## src/rtl/sport1_rx_ctl.sv

```systemverilog
// SPORT1 receive control: frames DR into SLEN+1 bit words (MSB first), formats them
// onto RX and raises an interrupt or autobuffer request per word, with sticky overrun.
module sport1_rx_ctl #(
  parameter int WCNT_W = 8
) (
  input  logic              SCLKg5,
  input  logic              rst_SP_ENg,
  input  logic              RFSsm,
  input  logic              DR,
  input  logic [4:0]        SLEN,
  input  logic              DTYPE,
  input  logic [WCNT_W-1:0] MWORD,
  input  logic              RBUF,
  input  logic              RSack,
  output logic [15:0]       RX,
  output logic              RX_valid,
  output logic              RSreq,
  output logic              RIRQ,
  output logic              ROVF,
  output logic [3:0]        SLOT_NUM
);

  typedef enum logic [2:0] {
    ST_IDLE   = 3'b001,
    ST_SHIFT  = 3'b010,
    ST_WSTART = 3'b100
  } state_e;

  state_e              state_q, state_d;
  logic [4:0]          bcnt_q, bcnt_d;
  logic [WCNT_W-1:0]   wcnt_q, wcnt_d;
  logic [14:0]         rxsht_q, rxsht_d;
  logic [15:0]         rx_q, rx_d;
  logic                rx_valid_q, rx_valid_d;
  logic                rsreq_q, rsreq_d;
  logic                rirq_q, rirq_d;
  logic                rovf_q, rovf_d;
  logic                done_s;
  logic [15:0]         word_s;

  // Bits above SLEN are already zero; sign-extension replicates the data MSB into them.
  function automatic logic [15:0] fmt_word(input logic [15:0] w, input logic [4:0] slen,
                                           input logic dtype);
    logic [15:0] r;
    r = w;
    for (int i = 0; i < 16; i++) begin
      if (dtype && (i > int'(slen))) begin
        r[i] = w[slen[3:0]];
      end else begin
        r[i] = w[i];
      end
    end
    return r;
  endfunction

  // Next-state, counters, word formatting and request/overrun logic.
  always_comb begin
    state_d    = state_q;
    bcnt_d     = bcnt_q;
    wcnt_d     = wcnt_q;
    rxsht_d    = rxsht_q;
    rx_d       = rx_q;
    rx_valid_d = 1'b0;
    rirq_d     = 1'b0;
    rsreq_d    = rsreq_q;
    rovf_d     = rovf_q;
    done_s     = 1'b0;
    word_s     = {rxsht_q, DR};
    case (state_q)
      ST_IDLE: begin
        if (RFSsm) begin
          state_d = ST_SHIFT;
          bcnt_d  = SLEN;
          rxsht_d = 15'h0000;
          wcnt_d  = MWORD;
        end else begin
          state_d = ST_IDLE;
        end
      end
      ST_SHIFT: begin
        rxsht_d = word_s[14:0];
        if (bcnt_q != 5'd0) begin
          bcnt_d  = bcnt_q - 5'd1;
          state_d = ST_SHIFT;
        end else begin
          done_s = 1'b1;
          if (wcnt_q == {WCNT_W{1'b0}}) begin
            state_d = ST_IDLE;
          end else begin
            state_d = ST_WSTART;
            wcnt_d  = wcnt_q - {{(WCNT_W-1){1'b0}}, 1'b1};
          end
        end
      end
      ST_WSTART: begin
        state_d = ST_SHIFT;
        bcnt_d  = SLEN;
        rxsht_d = 15'h0000;
      end
      default: begin
        state_d = ST_IDLE;
      end
    endcase

    if (done_s) begin
      rx_d       = fmt_word(word_s, SLEN, DTYPE);
      rx_valid_d = 1'b1;
      rirq_d     = ~RBUF;
    end else begin
      rx_d = rx_q;
    end

    // A new completion beats a same-edge acknowledge.
    if (done_s && RBUF) begin
      rsreq_d = 1'b1;
      if (rsreq_q && !RSack) begin
        rovf_d = 1'b1;
      end else begin
        rovf_d = rovf_q;
      end
    end else if (RSack && !done_s) begin
      rsreq_d = 1'b0;
    end else begin
      rsreq_d = rsreq_q;
    end
  end

  // State and output registers with asynchronous reset.
  always_ff @(posedge SCLKg5 or posedge rst_SP_ENg) begin
    if (rst_SP_ENg) begin
      state_q    <= ST_IDLE;
      bcnt_q     <= 5'd0;
      wcnt_q     <= {WCNT_W{1'b0}};
      rxsht_q    <= 15'h0000;
      rx_q       <= 16'h0000;
      rx_valid_q <= 1'b0;
      rsreq_q    <= 1'b0;
      rirq_q     <= 1'b0;
      rovf_q     <= 1'b0;
    end else begin
      state_q    <= state_d;
      bcnt_q     <= bcnt_d;
      wcnt_q     <= wcnt_d;
      rxsht_q    <= rxsht_d;
      rx_q       <= rx_d;
      rx_valid_q <= rx_valid_d;
      rsreq_q    <= rsreq_d;
      rirq_q     <= rirq_d;
      rovf_q     <= rovf_d;
    end
  end

  assign RX       = rx_q;
  assign RX_valid = rx_valid_q;
  assign RSreq    = rsreq_q;
  assign RIRQ     = rirq_q;
  assign ROVF     = rovf_q;
  assign SLOT_NUM = wcnt_q[3:0];

endmodule

```

## config.mk

```make
export PLATFORM = sky130hd
export DESIGN_NAME = sport1_rx_ctl
export DESIGN_NICKNAME = d
export VERILOG_FILES = /design/src/rtl/sport1_rx_ctl.sv
export SDC_FILE = /design/constraint.sdc
export NUM_CORES = 1
export LEC_CHECK = 0
export BUFFER_PORTS_ARGS = -buffer_cell sky130_fd_sc_hd__buf_2
export CAP_MARGIN = 20
export CORE_MARGIN = 10
export CORE_UTILIZATION = 51
export CTS_BUF_LIST = sky130_fd_sc_hd__clkbuf_16
export DETAILED_ROUTE_END_ITERATION = 10
export PLACE_DENSITY = 0.76
export SYNTH_ARGS = -nofsm -noshare
export SYNTH_HDL_FRONTEND = slang
export SYNTH_SLANG_ARGS = --single-unit
```

## constraint.sdc

```tcl
create_clock -name SCLKg5 -period 2.14 [get_ports SCLKg5]
set_input_delay 0.107 -clock SCLKg5 [delete_from_list [all_inputs] [get_ports SCLKg5]]
set_output_delay 0.107 -clock SCLKg5 [all_outputs]
set_load 0.05 [all_outputs]
```

==> run summary <==
Vias in the first global route: 2399
Number of DRC markers in iteration 0: 274
Post-detail-place hpwl: 5.04 mm
Kind of critical path: reg -> reg
Area growth syn-to-layout: 19.9%
Vias per std cell: 6.32
Worst path slowest cell: or4b_4
Slew HR: 60.7%
Cells after synthesis: 285
CTS HTree Levels: 2
TNS Setup: 0 ns
Number of synthesized register bits: 51
Cell family with most CP delay: compound AO/OA/AOI/OAI gates
Height of the die: 93.6 um
Top FF cell, synth: dfrtp_1
Share of cells above drive strength 1: 27.6%
Final hold vios: 0
TritonCTS Sinks: 51
DRC: 0
Clock Skew: 0.0103 ns
Final Power: 0.00432 W
Total die area: 8770 um^2
Fmax: 482 MHz
Routed length per instance: 18.4 um
Pwr/cell area: 1300 nW/um^2
ANT cells: 0
Syn Std Cell Area: 2770 um^2
IO Pins: 44
CP Launch Type: flop
Setup ws final: 0.0642 ns
CTS tree: done
Worst path max stage delay: 0.48 ns
Initial Util: 53.5%
Async SR Flop Fraction: 100%
Yosys cell types: 56
Syn Area/Cell: 9.70 um^2
Leak: 1.44 nW
Status: complete, no violations
Buffers on Ports: 43
Nets: 354
Critical Path End Type: flop
CTS clk-pin slew, worst paths: 0.07 ns
CP Buf/Inv Count: 2
EDFF count, synth: 0
Global placement routability congestion: 0.861
Pre-antenna DRT Iters: 5
Crit-path cells: inv_1, ha_2, or4b_4, a311oi_4, buf_4, o21ai_0, a21o_1
Vias: 2548
Clock root buffer: clkbuf_16
Tightest Pin Transition: 0.587 ns
Data arrival, critical path: 2.26 ns
Initial antenna violation count: 0
Setup WS pre-CTS: 0.0721 ns
# rows: 26
Largest net degree at the start of global routing: 46
Die X: 93.6 um
RSZ-0062 raised after global routing: false
Worst-Skew Late Latency: 0.30 ns
Worst hold path class: in -> reg
Number of max-cap violations: 0
VDD IR-drop max: 0.588 mV
Core region area: 5170 um^2
CP required: 2.32 ns
Final wirelength: 7.43 mm
First-pass GRT wire length: 12.0 mm
Num CTS Buffers: 5
Grt ovf: 0
Post-synth net total: 307
Post-DRT Antenna Nets: 0
Final worst path period need: 2.08 ns
Max Buffers Root-to-Sink: 2
Hold slack: 0.0617 ns
Final period util: 97.0%
Gr usage total: 16.9%
Sequential fraction of the synthesis area: 46.2%
Max-slew violations: 0
Setup Viol. Count Final: 0
Synth Warn #: 0
Crit-path max FO: 5
logic make-up after synthesis:
logic type	count (synthesis)	share of synthesized area, %
AO/OA/AOI/OAI	106	25.9
AND/OR/NAND/NOR	74	14.6
flip-flops	51	46.2
buffers and inverters	43	6.61
multiplexers	9	5.79
adder cells (fa/ha/maj)	2	0.905
flip-flops by register name, indices dropped and copies added (netlist names):
signal	flops
wcnt_q	8
RIRQ	1
ROVF	1
state_q	3
RX_valid	1
RSreq	1
rxsht_q	15
RX	16
bcnt_q	5
stage by stage:
step           util [%]  cell area, um^2  std cells
2_1_floorplan         -             2770        285
3_3_place_gp       60.0             3100        389
3_5_place_dp       60.0             3100        389
4_1_cts            63.4             3280        400
5_1_grt            64.1             3310        403
6_report           64.1             3310        403
worst paths after layout:
check	start	to	slack [ns]	depth (start not counted)
setup / recovery	bcnt_q[1]	wcnt_q[0]	0.06	7
hold / removal	DR	RX[0]	0.06	3
setup reg to reg	bcnt_q[1]	wcnt_q[0]	0.06	7
hold reg to reg	ROVF	ROVF	0.48	1
max in group asynchronous	rst_SP_ENg	state_q[0]	1.14	4
min in group asynchronous	rst_SP_ENg	RX[0]	0.40	3
what timing repair did:
item / CTS / global route
resized for setup: 0 / 4
hold buffers: 3 / 0
endpoints found under the hold margin: 23 / 0
setup buffers: 0 / 3
endpoints found under the setup margin: 0 / 3
layer usage:
layer  global-route usage (%)  wire length [um]
met1                     22.3              3200
met2                     26.3              3670
met3                     2.40               451
met4                     8.73               119
met5                        0                 0
report_power, final:
part	switching (W)	leakage [nW]	total [W]	internal [W]
clock network	0.000377	0.0742	0.000815	0.000438
registers	0.000263	0.651	0.00151	0.00125
logic	0.00135	0.714	0.00199	0.000643
total	0.00199	1.44	0.00432	0.00233
synth_stat cells, types with 2 or more instances:
cell | instances | area (um^2)
a2111oi_0 | 8 | 70.1
a21boi_0 | 3 | 22.5
a21oi_1 | 18 | 90.1
a22o_1 | 8 | 70.1
a22oi_1 | 3 | 22.5
a31oi_1 | 7 | 43.8
a32oi_1 | 2 | 17.5
buf_1 | 2 | 7.51
buf_2 | 5 | 25.0
buf_4 | 4 | 30.0
clkbuf_1 | 14 | 52.6
dfrtp_1 | 50 | 1250
ha_1 | 2 | 25.0
inv_1 | 17 | 63.8
mux2_2 | 2 | 22.5
mux4_2 | 5 | 113
nand2_1 | 19 | 71.3
nand3_1 | 10 | 50.1
nor2_1 | 13 | 48.8
nor2b_1 | 2 | 12.5
nor3_1 | 8 | 40.0
nor3b_1 | 4 | 30.0
nor4_1 | 2 | 12.5
o21ai_0 | 21 | 105
o21ai_1 | 10 | 50.1
o22ai_1 | 7 | 43.8
o2bb2ai_1 | 6 | 52.6
o31ai_1 | 4 | 30.0
or4b_1 | 2 | 20.0
layout by cell type (no fill, tap or decap), types with 5 or more instances in the layout:
master      n
clkbuf_16   5
inv_1      15
o2bb2ai_1   6
a21oi_1    18
buf_2      43
o21ai_1    10
a2111oi_0   8
mux4_2      5
nand3_1    10
a22o_1      8
dfrtp_1    50
a31oi_1     7
nand2_1    19
buf_4      17
o22ai_1     7
nor2_1     13
o21ai_0    21
nor3_1      8
area by class of cell:
cell class,count,area [um^2]
clock buffer,5,125
clock inverter,3,22.5
fill,415,1860
inverter,18,67.6
multi-input combinational,191,1320
sequential,51,1280
tap,70,87.6
timing repair buffer,65,413
tightest hold or removal path, stage by stage:
cell and delay (ns):
buf_2 0.11, nand2_1 0.06, nand2_1 0.05
No activity file was read; power rests on OpenSTA's default activity.
